==> src/rtl/wav_dfi_hs_pkg.sv <==
// Shared types and constants for the DFI req/ack handshake checker.
package wav_dfi_hs_pkg;

   typedef enum logic [1:0] {IDLE, WAIT, GRANT, RELEASE} hs_state_e;

   localparam int ERR_PROTO      = 0;
   localparam int ERR_RESP_TO    = 1;
   localparam int ERR_REL_TO     = 2;
   localparam int ERR_ABORT_EXCL = 3;

   localparam int CTRLUPD = 0;
   localparam int PHYUPD  = 1;
   localparam int PHYMSTR = 2;
   localparam int LP_CTRL = 3;
   localparam int LP_DATA = 4;

endpackage

==> src/rtl/wav_dfi_hs_chan.sv <==
// One handshake channel: protocol FSM, shared wait/release timer and
// worst-case latency capture. Error events are single-cycle pulses.
module wav_dfi_hs_chan
   import wav_dfi_hs_pkg::*;
#(
   parameter int TMR_W   = 10,
   parameter int NUM_ERR = 4
) (
   input  logic               clk_i,
   input  logic               rst_n_i,
   input  logic               en_i,
   input  logic               req_i,
   input  logic               ack_i,
   input  logic [TMR_W-1:0]   resp_max_i,
   input  logic [TMR_W-1:0]   rel_max_i,
   input  logic               abort_ok_i,
   input  logic               clr_i,
   output logic [NUM_ERR-1:0] ev_o,
   output logic               busy_o,
   output logic [TMR_W-1:0]   lat_max_o
);

   localparam logic [TMR_W-1:0] TMR_ONE = TMR_W'(1);

   hs_state_e        state_q, state_d;
   logic [TMR_W-1:0] tmr_q, tmr_d, tmr_inc;
   logic [TMR_W-1:0] lat_q, lat_d;
   logic             fired_q, fired_d;
   logic             ack_q;
   logic             lat_upd;

   always_comb begin
      state_d = state_q;
      tmr_d   = tmr_q;
      fired_d = fired_q;
      ev_o    = '0;
      lat_upd = 1'b0;
      tmr_inc = (tmr_q == '1) ? tmr_q : tmr_q + 1'b1;
      if (!en_i) begin
         state_d = IDLE;
         tmr_d   = '0;
         fired_d = 1'b0;
      end else begin
         case (state_q)
            IDLE: begin
               if (req_i) begin
                  state_d = ack_i ? GRANT : WAIT;
                  tmr_d   = ack_i ? '0 : TMR_ONE;
                  fired_d = 1'b0;
               end else if (ack_i && !ack_q) begin
                  ev_o[ERR_PROTO] = 1'b1;
               end
            end
            WAIT: begin
               if (ack_i) begin
                  state_d = GRANT;
                  lat_upd = 1'b1;
               end else if (!req_i) begin
                  state_d = IDLE;
                  tmr_d   = '0;
                  ev_o[ERR_ABORT_EXCL] = !abort_ok_i;
               end else begin
                  tmr_d = tmr_inc;
                  // fired_q keeps a saturated timer from re-raising the timeout
                  if (tmr_q == resp_max_i && resp_max_i != '0 && !fired_q) begin
                     ev_o[ERR_RESP_TO] = 1'b1;
                     fired_d           = 1'b1;
                  end
               end
            end
            GRANT: begin
               if (!req_i && !ack_i) begin
                  state_d = IDLE;
                  tmr_d   = '0;
               end else if (!req_i && ack_i) begin
                  state_d = RELEASE;
                  tmr_d   = TMR_ONE;
                  fired_d = 1'b0;
               end else if (req_i && !ack_i) begin
                  ev_o[ERR_PROTO] = 1'b1;
                  state_d = WAIT;
                  tmr_d   = TMR_ONE;
                  fired_d = 1'b0;
               end
            end
            RELEASE: begin
               if (!ack_i) begin
                  state_d = IDLE;
                  tmr_d   = '0;
               end else begin
                  tmr_d = tmr_inc;
                  if (req_i) ev_o[ERR_PROTO] = 1'b1;
                  if (tmr_q == rel_max_i && rel_max_i != '0 && !fired_q) begin
                     ev_o[ERR_REL_TO] = 1'b1;
                     fired_d          = 1'b1;
                  end
               end
            end
            default: state_d = IDLE;
         endcase
      end
   end

   always_comb begin
      lat_d = clr_i ? '0 : lat_q;
      if (lat_upd && tmr_q > lat_d) lat_d = tmr_q;
   end

   always_ff @(posedge clk_i or negedge rst_n_i) begin
      if (!rst_n_i) begin
         state_q <= IDLE;
         tmr_q   <= '0;
         fired_q <= 1'b0;
         ack_q   <= 1'b0;
         lat_q   <= '0;
      end else begin
         state_q <= state_d;
         tmr_q   <= tmr_d;
         fired_q <= fired_d;
         ack_q   <= ack_i;
         lat_q   <= lat_d;
      end
   end

   assign busy_o    = (state_q != IDLE);
   assign lat_max_o = lat_q;

endmodule

==> config.mk <==
export PLATFORM = sky130hd
export DESIGN_NAME = wav_dfi_hs_chan
export DESIGN_NICKNAME = d
export VERILOG_FILES = /design/src/rtl/wav_dfi_hs_pkg.sv /design/src/rtl/wav_dfi_hs_chan.sv
export SDC_FILE = /design/constraint.sdc
export NUM_CORES = 1
export LEC_CHECK = 0
export BUFFER_PORTS_ARGS = -buffer_cell sky130_fd_sc_hd__buf_4
export CAP_MARGIN = 20
export CORE_ASPECT_RATIO = 0.5
export CORE_MARGIN = 5
export CORE_UTILIZATION = 57
export DETAILED_ROUTE_END_ITERATION = 8
export PLACE_DENSITY = 0.81
export REMOVE_ABC_BUFFERS = 1
export SYNTH_ARGS = -nofsm -noshare
export SYNTH_HDL_FRONTEND = slang
export SYNTH_SLANG_ARGS = --single-unit
==> constraint.sdc <==
create_clock -name clk_i -period 2.1 [get_ports clk_i]
set_input_delay 0.21 -clock clk_i [delete_from_list [all_inputs] [get_ports clk_i]]
set_output_delay 0.21 -clock clk_i [all_outputs]
set_load 0.02 [all_outputs]
Yosys cells after proc, flatten, opt, wreduce, memory -nomap -nowiden
Cells that the tools add are included.

Flip-flop bits (word level): 24. Input bits: 27. Output and inout bits: 15. Word-level logic and storage cells: 101.

Add/subtract/negate cells: 1. $lt $le $gt $ge: 1. Equal/unequal tests: 17. Mux-type cells: 56. Reductions and logical operators: 21.

Operators with widths (number): $mux 10 (11); $pmux 10 s4 (1); $mux 1 (31); $ne 3x3->1 const B (8); $eq 10x10->1 (2); $reduce_bool 10->1 (2); $mux 2 (9); $add 10x1->10 const B (1); $eq 10x10->1 const B (1); $gt 10x10->1 (1); $logic_and 1x1->1 (9); $ne 4x4->1 const B (2); $pmux 2 s4 (1); $reduce_and 8->1 (1); $logic_not 1->1 (5); $ne 5x5->1 const B (1); $eq 2x2->1 const B (2); $mux 4 (1); $pmux 1 s4 (1); $reduce_and 4->1 (1); $pmux 1 s3 (1); $reduce_and 3->1 (1); $eq 2x1->1 const B (1); $logic_not 2->1 (1); $reduce_bool 2->1 (1).

Longest topological paths before layout
Gate-level depths: netlist of run 1.

Depth after elaboration: 8. Gate-level depth with buffers: 9. Depth with buffers taken out: 8.

Worst setup path before layout of run 1
No wires, ideal clock.

Kind: reg-to-output. Start point: register tmr_q[8]. End point: output port ev_o[2]. Arrival time: 1.864 ns. Required time: 1.890 ns. Path slack: 0.026 ns. Cell stages (with the launch flop): 6. Path buffers: 1. Cell sequence: dfrtp_1 > clkbuf_1 > xor2_1 > nor4_1 > and4_1 > nor4b_1.

Cells in the longest elaborated chain, start to end: 7.

Ends and longest elaborated chain: start, declared (RTL line wav_dfi_hs_chan.sv:26) `logic [TMR_W-1:0] tmr_q, tmr_d, tmr_inc;`; start signal, assigned (RTL line wav_dfi_hs_chan.sv:118) `tmr_q <= tmr_d;`; $eq 10x10->1 (RTL line wav_dfi_hs_chan.sv:93) `if (tmr_q == rel_max_i && rel_max_i != '0 && !fired_q) begin`; $logic_and 1x1->1 (2 in series) (RTL line wav_dfi_hs_chan.sv:93); $mux 1 (RTL line wav_dfi_hs_chan.sv:93); $mux 1 (RTL line wav_dfi_hs_chan.sv:87) `if (!ack_i) begin`; $mux 1 (RTL line wav_dfi_hs_chan.sv:44) `case (state_q)`; $mux 4 (RTL line wav_dfi_hs_chan.sv:39) `if (!en_i) begin`; end, declared (RTL line wav_dfi_hs_chan.sv:18) `output logic [NUM_ERR-1:0] ev_o,`.

Every way passes these cells.

Worst setup path in the final report of run 1
Start point: register tmr_q[9]. End point: output port ev_o[1].

Cells in the longest elaborated chain, start to end: 8.

Ends and longest elaborated chain: $eq 10x10->1 (RTL line wav_dfi_hs_chan.sv:65) `if (tmr_q == resp_max_i && resp_max_i != '0 && !fired_q) begin`; $logic_and 1x1->1 (2 in series) (RTL line wav_dfi_hs_chan.sv:65); $mux 1 (RTL line wav_dfi_hs_chan.sv:65); $mux 1 (RTL line wav_dfi_hs_chan.sv:58) `end else if (!req_i) begin`; $mux 1 (RTL line wav_dfi_hs_chan.sv:55) `if (ack_i) begin`; $mux 1 (RTL line wav_dfi_hs_chan.sv:44); $mux 4 (RTL line wav_dfi_hs_chan.sv:39).

Every way passes these cells.

==> results.yml, run 1 <==
power_and_ir_drop:
  pwr-share-seq_pct: 42.2
  p_int_w: 0.0008360
  powerDensity_nw_per_um2: 392.4
  ir_drop_v: 0.0002277
  power_switching_w: 0.0003149
  pwr-share-clk_pct: 36.8
  total_power_w: 0.001151
  switching_share_pct: 27.36
  p_comb_share_pct: 21.0
  power.static_leakage_nw: 1.380
logic_synthesis:
  synth_area_um2: 2340
  synthMuxAreaShare_pct: 0.4278
  synth-compound-area-share_pct: 20.70
  synth_top_family_by_area: "simple AND/OR/NAND/NOR gates"
  synth-edff-count: 0
  synth_xor_area_share_pct: 8.235
  ys.flop_type: "dfrtp_1"
  async_flop_share_pct: 100.0
  synth.distinct_cells: 52
  synth_cells: 278
  synth-simple-area-share_pct: 27.59
  synth_fa_ha_area_share_pct: 9.091
  syn-mean-instance-area_um2: 8.416
  synth_warnings: 0
  synth-seq-cells: 24
  ys_seq_area_share_pct: 25.67
grt:
  grt_max_degree: 31
  gr-usage-all-layers_pct: 23.04
  first_global_vias: 2282
  grt-ovfl-total: 0
  antenna_found_initial: 0
  grt_first_pass_wirelength_um: 10740
timing:
  finalHoldViolations: 0
  fmax_ghz: 0.4846
  max_slew_margin_pct: 59.20
  tns_ps: 0
  setup_viol_count_final: 0
  fin_ws_ps: 36.55
  layout_worst_path_cycle_share_pct: 98.26
  maxSlewViolCount: 0
  fin_crit_ps: 2063
  holdWs_ps: 208.2
  worst_slew_pin_slew_ps: 612.0
  rsz0062_at_grt: "true"
  skew_ps: 7.862
final_layout:
  n_fill_cell: 296
  drive_gt1_share_pct: 29.27
  antennaDiodeCount: 0
  syn2layout_area_growth_pct: 25.35
  layout.nets: 373
setup_path:
  start_kind: "flip-flop"
  worst-setup-path-type: "flip-flop to output port"
  cp_data_arrival_time_ps: 1850
  end_kind: "output port"
  crit_fanout: 6
  crit_required_ps: 1890
routing:
  drtIter0Drc: 148
  drc: 0
  routedWlPerCell_um: 17.14
  via_per_inst: 6.280
  vias: 2399
  drt_wl_total_um: 6546
  firstDrtPassIters: 7
  postRouteAntennaNets: 0
placement:
  gp_congestion: 0.9294
  port_buffers: 41
  dp.final_hpwl_um: 4588
  pre_cts_ws_ps: 6.031
clocking:
  cts.clk_slew.worst_paths_ps: 100
  numCtsBuffers: 3
  htree_levels: 1
  tritoncts: "yes"
  cts-root-buf: "clkbuf_8"
  cts_max_path_buffers: 2
  cts.sinks: 24
  clock_latency_ps: 280
die:
  start_util_pct: 59.63
  dieArea_um2: 5564
  rows: 16
  die_width_um: 100.6
  io_pins: 42
  coreArea_um2: 3924
  die_h_um: 55.31
hold_path:
  hold_class: "input pin to flip-flop"
run_status:
  status: "complete, no violations"
run:
  maxCapViolCount: 0
## metal layers
metal	up-vias	track usage, %	part of all wire [%]
met2	91	37.79	47
li1	1129	-	-
met3	21	3.894	6.3
met1	1158	31.40	44
met5	-	0	0
met4	0	5.950	2.6
## power groups by stage
| stage | sequential (W) | combinational (W) | clock, W |
|---|---|---|---|
| after detailed placement | 0.000494 | 0.000226 | 0 |
| final | 0.000485 | 0.000241 | 0.000424 |
| after CTS | 0.000486 | 0.000231 | 0.000429 |
| after global placement | 0.000495 | 0.000219 | 0 |
| after floorplan | 0.000493 | 0.000111 | 0 |
| after global routing | 0.000487 | 0.000263 | 0.000447 |
## state kept, by name, indices dropped and copies added (netlist names)
name and cells:
state_q 2, fired_q 1, tmr_q 10, lat_max_o 10
ack_q 1
## repair_timing
action | in CTS | in global routing
hold buffers | 1 | 0
setup endpoints to repair | 2 | 11
gates cloned | 0 | 1
buffers inserted | 1 | 4
pin swaps | 1 | 4
gates resized for setup | 6 | 8
hold endpoints to repair | 24 | 0
## final timing paths
check | from | end | slack (ps) | cells past startpoint
worst max-delay path | tmr_q[9] | ev_o[1] | 40 | 5
worst min-delay path | en_i | state_q[1] | 210 | 2
worst max register to register | tmr_q[9] | lat_max_o[0] | 70 | 7
worst min register to register | tmr_q[5] | tmr_q[5] | 660 | 2
max in group asynchronous | rst_n_i | tmr_q[6] | 1460 | 2
min in group asynchronous | rst_n_i | tmr_q[3] | 370 | 2
## worst max-delay path, stage by stage, from the launching register on
cell     delay (ps)
dfrtp_2         490
xor2_1          200
nor4_2          300
nand4_1         210
nor4_2          190
buf_4           180
## final cells by class
cell class / instances / area (µm²) / area share (%)
clock buffer: 3 / 41.29 / 1.408
clock inverter: 1 / 30.03 / 1.024
inverter: 12 / 45.04 / 1.536
multi-input combinational: 219 / 1584 / 54.01
sequential: 24 / 610.6 / 20.82
tap: 54 / 67.56 / 2.304
timing repair buffer: 69 / 554.3 / 18.90
## kinds of logic (layout without fill, tap and decap cells)
| family | Yosys count | in the layout |
|---|---|---|
| XOR/XNOR | 22 | 22 |
| AND/OR/NAND/NOR | 114 | 114 |
| flip-flops | 24 | 24 |
| buffers and inverters | 35 | 85 |
| adder cells (fa/ha/maj) | 17 | 17 |
| AO/OA/AOI/OAI | 65 | 65 |
| multiplexers | 1 | 1 |
## layout by cell type, fill, tap and decap left out, types with 2 or more instances in the layout
cell and instances:
ha_1 17, o31ai_1 2, clkbuf_8 3, nand2b_1 10, o221ai_1 2, a21oi_1 11, a31oi_4 2, and2_2 3
inv_1 12, o21a_1 2, nor2_1 24, xor2_1 21, nand4_1 13, nand3_1 16, nor4_2 2, a21o_2 2
a31oi_1 12, a21o_1 4, and3_1 2, and4_1 5, buf_4 65, nor3_1 4, dfrtp_2 8, nor4_1 9
a211o_1 10, o21ai_0 6, nand2_1 12, dfrtp_1 16, nor2b_1 4, a221oi_1 2
## synthesized netlist by cell type (5+ instances only)
| library cell | instances | area, µm² |
|---|---|---|
| and4_1 | 5 | 43.79 |
| nand4_1 | 13 | 81.33 |
| a21oi_1 | 11 | 55.05 |
| dfrtp_1 | 24 | 600.6 |
| o21ai_0 | 6 | 30.03 |
| nand3_1 | 16 | 80.08 |
| clkbuf_1 | 11 | 41.29 |
| nand2b_1 | 10 | 62.56 |
| a21o_1 | 5 | 37.54 |
| inv_1 | 12 | 45.04 |
| xor2_1 | 21 | 183.9 |
| ha_1 | 17 | 212.7 |
| nor4_1 | 11 | 68.82 |
| nand2_1 | 12 | 45.04 |
| a31oi_1 | 12 | 75.07 |
| a211o_1 | 10 | 87.58 |
| nor2_1 | 24 | 90.09 |
## through the flow
stage	cell area, µm²	cells	util, %
finish	2933	382	74.74
floorplan	2191	255	-
detailed placement	2744	371	69.93
global route	2933	382	74.74
global placement	2744	371	69.93
CTS	2850	377	72.64
(Power assumes the default switching activity.)
==> run 2, diff against run 1 <==
--- a/config.mk
+++ b/config.mk
@@ -7,11 +7,13 @@
 export LEC_CHECK = 0
 export BUFFER_PORTS_ARGS = -buffer_cell sky130_fd_sc_hd__buf_4
 export CAP_MARGIN = 20
+export CELL_PAD_IN_SITES_DETAIL_PLACEMENT = 1
+export CELL_PAD_IN_SITES_GLOBAL_PLACEMENT = 2
 export CORE_ASPECT_RATIO = 0.5
 export CORE_MARGIN = 5
-export CORE_UTILIZATION = 57
+export CORE_UTILIZATION = 33
 export DETAILED_ROUTE_END_ITERATION = 8
-export PLACE_DENSITY = 0.81
+export PLACE_DENSITY_LB_ADDON = 0.1
 export REMOVE_ABC_BUFFERS = 1
 export SYNTH_ARGS = -nofsm -noshare
 export SYNTH_HDL_FRONTEND = slang
==> results.yml, run 2 (synthesized netlist as in run 1, its figures left out) <==
placement:
  dpl.cell_count: 412
  gp_congestion: 0.8489
  dp.final_hpwl_um: 5737
  port_buffers: 41
die:
  die_width_um: 129.1
  io_pins: 42
  coreArea_um2: 6779
  dieArea_um2: 8976
  start_util_pct: 34.51
  die_h_um: 69.54
  rows: 21
routing:
  routedWlPerCell_um: 18.18
  vias: 2366
  drc: 0
  postRouteAntennaNets: 0
  firstDrtPassIters: 5
  via_per_inst: 5.541
  drt_wl_total_um: 7761
  drtIter0Drc: 62
setup_path:
  cp_data_arrival_time_ps: 1840
  path_cells: "xor2_1, nor4_1, and4_1, nor4b_4, buf_4"
  cp_slowest_cell: "dfrtp_2"
  max_stage_delay_ps: 470
  start_kind: "flip-flop"
  crit_fanout: 5
  end_kind: "output port"
  worst-setup-path-type: "flip-flop to output port"
  crit_required_ps: 1890
clocking:
  cts.sinks: 24
  tritoncts: "yes"
  cts_max_path_buffers: 2
  cts-root-buf: "clkbuf_16"
  numCtsBuffers: 3
  clock_latency_ps: 270
  htree_levels: 1
  cts.clk_slew.worst_paths_ps: 60
timing:
  layout_worst_path_cycle_share_pct: 97.53
  finalHoldViolations: 0
  setup_viol_count_final: 0
  fmax_ghz: 0.4883
  skew_ps: 5.352
  maxSlewViolCount: 0
  worst_slew_pin_slew_ps: 335.4
  max_slew_margin_pct: 77.35
  fin_crit_ps: 2048
  rsz0062_at_grt: "true"
final_layout:
  antennaDiodeCount: 0
  layout.nets: 381
  fin_cells: 427
  layout_commonest_cell: "buf_4"
  syn2layout_area_growth_pct: 32.25
  n_fill_cell: 789
  final_cell_mix: "71 x buf_4, 24 x nor2_1, 21 x xor2_1, 17 x ha_1, 16 x nand3_1"
  drive_gt1_share_pct: 31.64
grt:
  first_global_vias: 2399
  gr-usage-all-layers_pct: 17.06
  grt-ovfl-total: 0
  antenna_found_initial: 0
  grt_first_pass_wirelength_um: 12310
  grt_max_degree: 31
power_and_ir_drop:
  ir_drop_v: 0.0002023
  total_power_w: 0.001177
  powerDensity_nw_per_um2: 380.2
  power.static_leakage_nw: 1.445
run:
  maxCapViolCount: 0
hold_path:
  hold_class: "input pin to flip-flop"
run_status:
  status: "complete, no violations"
## run 2: worst max-delay path, delay by kind of cell (launching register included)
family / cells / cell delay [ps]
flip-flops: 1 / 470
AND/OR/NAND/NOR: 3 / 750
buffers and inverters: 1 / 170
XOR/XNOR: 1 / 180
## run 2: final timing paths
| path | from | endpoint | slack [ps] | cells past startpoint |
|---|---|---|---|---|
| hold reg to reg | tmr_q[8] | tmr_q[8] | 700 | 2 |
| min in group asynchronous | rst_n_i | lat_max_o[5] | 380 | 2 |
| max in group asynchronous | rst_n_i | tmr_q[5] | 1420 | 2 |
| hold / removal | en_i | state_q[1] | 240 | 2 |
| setup / recovery | tmr_q[7] | ev_o[2] | 50 | 5 |
| setup reg to reg | lat_max_o[9] | lat_max_o[3] | 90 | 8 |
## run 2: area by class of cell
type | count | area (µm²) | area share, %
clock buffers | 3 | 75.07 | 2.426
inverters | 12 | 45.04 | 1.456
flip-flops and latches | 24 | 611.8 | 19.77
multi-input cells | 219 | 1603 | 51.80
well taps | 92 | 115.1 | 3.720
repair buffers | 77 | 644.4 | 20.82
## run 2: metrics by stage
step	area [µm²]	setup WS [ps]	hold slack (ps)	utilization, %	TNS [ps]
after floorplan	2191	-938.2	-85.59	-	-9382
after global placement	2826	124.3	142.8	41.69	0
after detailed placement	2826	82.19	142.5	41.69	0
after CTS	2948	2.320	240.0	43.48	0
after global routing	3094	-72.09	236.4	45.64	-126.5
final	3094	51.92	237.9	45.64	0
## run 2: repair_timing
action / in CTS / in global routing
cloned: 0 / 2
pin swaps: 2 / 7
endpoints found under the hold margin: 24 / 0
setup endpoints to repair: 2 / 12
hold buffers: 1 / 0
setup buffers: 3 / 6
gates resized for setup: 7 / 13
## run 2: metal layers
layer | track usage, % | part of all wire [%] | vias to the layer above
met3 | 3.846 | 4.0 | 5
met2 | 27.92 | 47 | 38
li1 | - | - | 1147
met5 | 0 | 0 | -
met4 | 2.328 | 0.44 | 0
met1 | 23.45 | 49 | 1176
## run 2: report_power, final
group / switching (W) / internal (W) / total, W / leakage [nW]
combinational: 0.000138 / 0.000118 / 0.000255 / 1.09
clock: 0.000180 / 0.000253 / 0.000434 / 0.0370
sequential: 0.0000171 / 0.000471 / 0.000488 / 0.316
total: 0.000335 / 0.000841 / 0.00118 / 1.44
==> run 3, diff against run 2 <==
--- a/config.mk
+++ b/config.mk
@@ -6,12 +6,11 @@
 export NUM_CORES = 1
 export LEC_CHECK = 0
 export BUFFER_PORTS_ARGS = -buffer_cell sky130_fd_sc_hd__buf_4
-export CAP_MARGIN = 20
 export CELL_PAD_IN_SITES_DETAIL_PLACEMENT = 1
 export CELL_PAD_IN_SITES_GLOBAL_PLACEMENT = 2
 export CORE_ASPECT_RATIO = 0.5
-export CORE_MARGIN = 5
-export CORE_UTILIZATION = 33
+export CORE_MARGIN = 2
+export CORE_UTILIZATION = 36
 export DETAILED_ROUTE_END_ITERATION = 8
 export PLACE_DENSITY_LB_ADDON = 0.1
 export REMOVE_ABC_BUFFERS = 1
==> constraint.sdc (replaced) <==
create_clock -name clk_i -period 2.5 [get_ports clk_i]
set_input_delay 0.25 -clock clk_i [delete_from_list [all_inputs] [get_ports clk_i]]
set_output_delay 0.25 -clock clk_i [all_outputs]
set_load 0.02 [all_outputs]
==> results.yml, run 3 (synthesized netlist as in run 1, its figures left out) <==
run_status:
  status: "complete, no violations"
routing:
  postRouteAntennaNets: 0
  firstDrtPassIters: 4
  via_per_inst: 5.668
  drtIter0Drc: 105
  drc: 0
  vias: 2250
  drt_wl_total_um: 7071
  routedWlPerCell_um: 17.81
timing:
  rsz0062_at_grt: "false"
  tns_ps: 0
  setup_viol_count_final: 0
  layout_worst_path_cycle_share_pct: 93.07
  skew_ps: 2.880
  worst_slew_pin_slew_ps: 637.8
  fmax_ghz: 0.4298
  max_slew_margin_pct: 57.48
  maxSlewViolCount: 0
  fin_crit_ps: 2327
  holdWs_ps: 212.7
  finalHoldViolations: 0
setup_path:
  worst-setup-path-type: "flip-flop to output port"
  r2r_cells: 7
  crit_fanout: 8
  rrSetupSlack_ps: 410
  r2r-end: "lat_max_o[5]"
  crit_required_ps: 2250
  end_kind: "output port"
  reg2reg_from: "tmr_q[2]"
  cp_data_arrival_time_ps: 2080
  start_kind: "flip-flop"
grt:
  antenna_found_initial: 0
  grt_first_pass_wirelength_um: 11520
  grt-ovfl-total: 0
  first_global_vias: 2299
  grt_max_degree: 31
  gr-usage-all-layers_pct: 20.25
placement:
  port_buffers: 41
  gp_congestion: 0.8542
  dp.final_hpwl_um: 5189
  dpl.cell_count: 393
clocking:
  tritoncts: "yes"
  cts.sinks: 24
  cts-root-buf: "clkbuf_16"
  htree_levels: 1
  clock_latency_ps: 260
  cts_setup_buffers: 0
  numCtsBuffers: 3
  cts.clk_slew.worst_paths_ps: 70
  cts_max_path_buffers: 2
power_and_ir_drop:
  power.static_leakage_nw: 1.295
  powerDensity_nw_per_um2: 346.9
  ir_drop_v: 0.0002420
  total_power_w: 0.0009649
die:
  rows: 20
  die_h_um: 61.01
  io_pins: 42
  dieArea_um2: 7199
  die_width_um: 118.0
  coreArea_um2: 6181
  start_util_pct: 37.85
final_layout:
  n_fill_cell: 760
  antennaDiodeCount: 0
  fin_cells: 397
  syn2layout_area_growth_pct: 18.88
  final_cell_mix: "50 x buf_4, 24 x nor2_1, 24 x dfrtp_1, 21 x xor2_1, 17 x ha_1"
  drive_gt1_share_pct: 21.68
  layout.nets: 355
  layout_commonest_cell: "buf_4"
hold_path:
  hold_class: "input pin to flip-flop"
  min_from: "ack_i"
  hold_path_end: "ack_q"
  hold_depth: 1
run:
  maxCapViolCount: 0
==> run 3: cell count changes in the layout (fill, tap and decap cells not counted), sizes merged <==
cell,delta
buf,-24
clkbuf,-2
==> run 3: worst max-delay path by stage <==
stage / startpoint / endpoint / slack (ps)
2_1_floorplan: lat_max_o[9] / lat_max_o[0] / -540
3_3_place_gp: clr_i / lat_max_o[7] / 360
3_5_place_dp: clr_i / lat_max_o[4] / 330
4_1_cts: tmr_q[8] / ev_o[2] / 160
5_1_grt: tmr_q[1] / ev_o[1] / 10
6_report: tmr_q[8] / ev_o[2] / 170
==> run 3: area by class of cell <==
cell class | count | area [µm²] | share of cell area [%]
clock buffers | 3 | 75.07 | 2.699
repair buffers | 51 | 385.4 | 13.86
inverters | 12 | 45.04 | 1.619
well taps | 88 | 110.1 | 3.959
multi-input cells | 219 | 1565 | 56.28
flip-flops and latches | 24 | 600.6 | 21.59
==> run 3: stage by stage <==
stage | setup WS (ps) | util, % | cell area, µm²
finish | 173.1 | 45.00 | 2781
detailed placement | 334.7 | 43.42 | 2684
CTS | 164.3 | 44.80 | 2769
global route | 13.72 | 45.00 | 2781
floorplan | -538.2 | - | 2191
global placement | 357.9 | 43.42 | 2684
==> run 3: timing repair <==
item | 4_1_cts | 5_1_grt
hold buffers | 1 | 0
endpoints found under the hold margin | 24 | 0
resized for setup | 0 | 2
endpoints found under the setup margin | 0 | 2
==> run 3: where the power goes <==
group	leakage (nW)	switching (W)	internal, W
combinational	0.928	0.000107	0.0000812
sequential	0.330	0.0000150	0.000395
clock	0.0370	0.000154	0.000213
==> run 3: per-layer routing <==
| layer | GRT usage (%) | vias to the layer above | share of wire, % |
|---|---|---|---|
| met5 | 0 | - | 0 |
| met2 | 36.88 | 24 | 48 |
| met4 | 3.614 | 0 | 0.65 |
| met1 | 26.79 | 1134 | 49 |
| li1 | - | 1087 | - |
| met3 | 2.726 | 5 | 2.9 |
==> run 3: critical path, cell delays in order, from the launching register on <==
cell and delay (ps):
dfrtp_1 510, xor2_1 220, nor4_1 320, and4_1 280, nor4b_2 270, buf_4 200
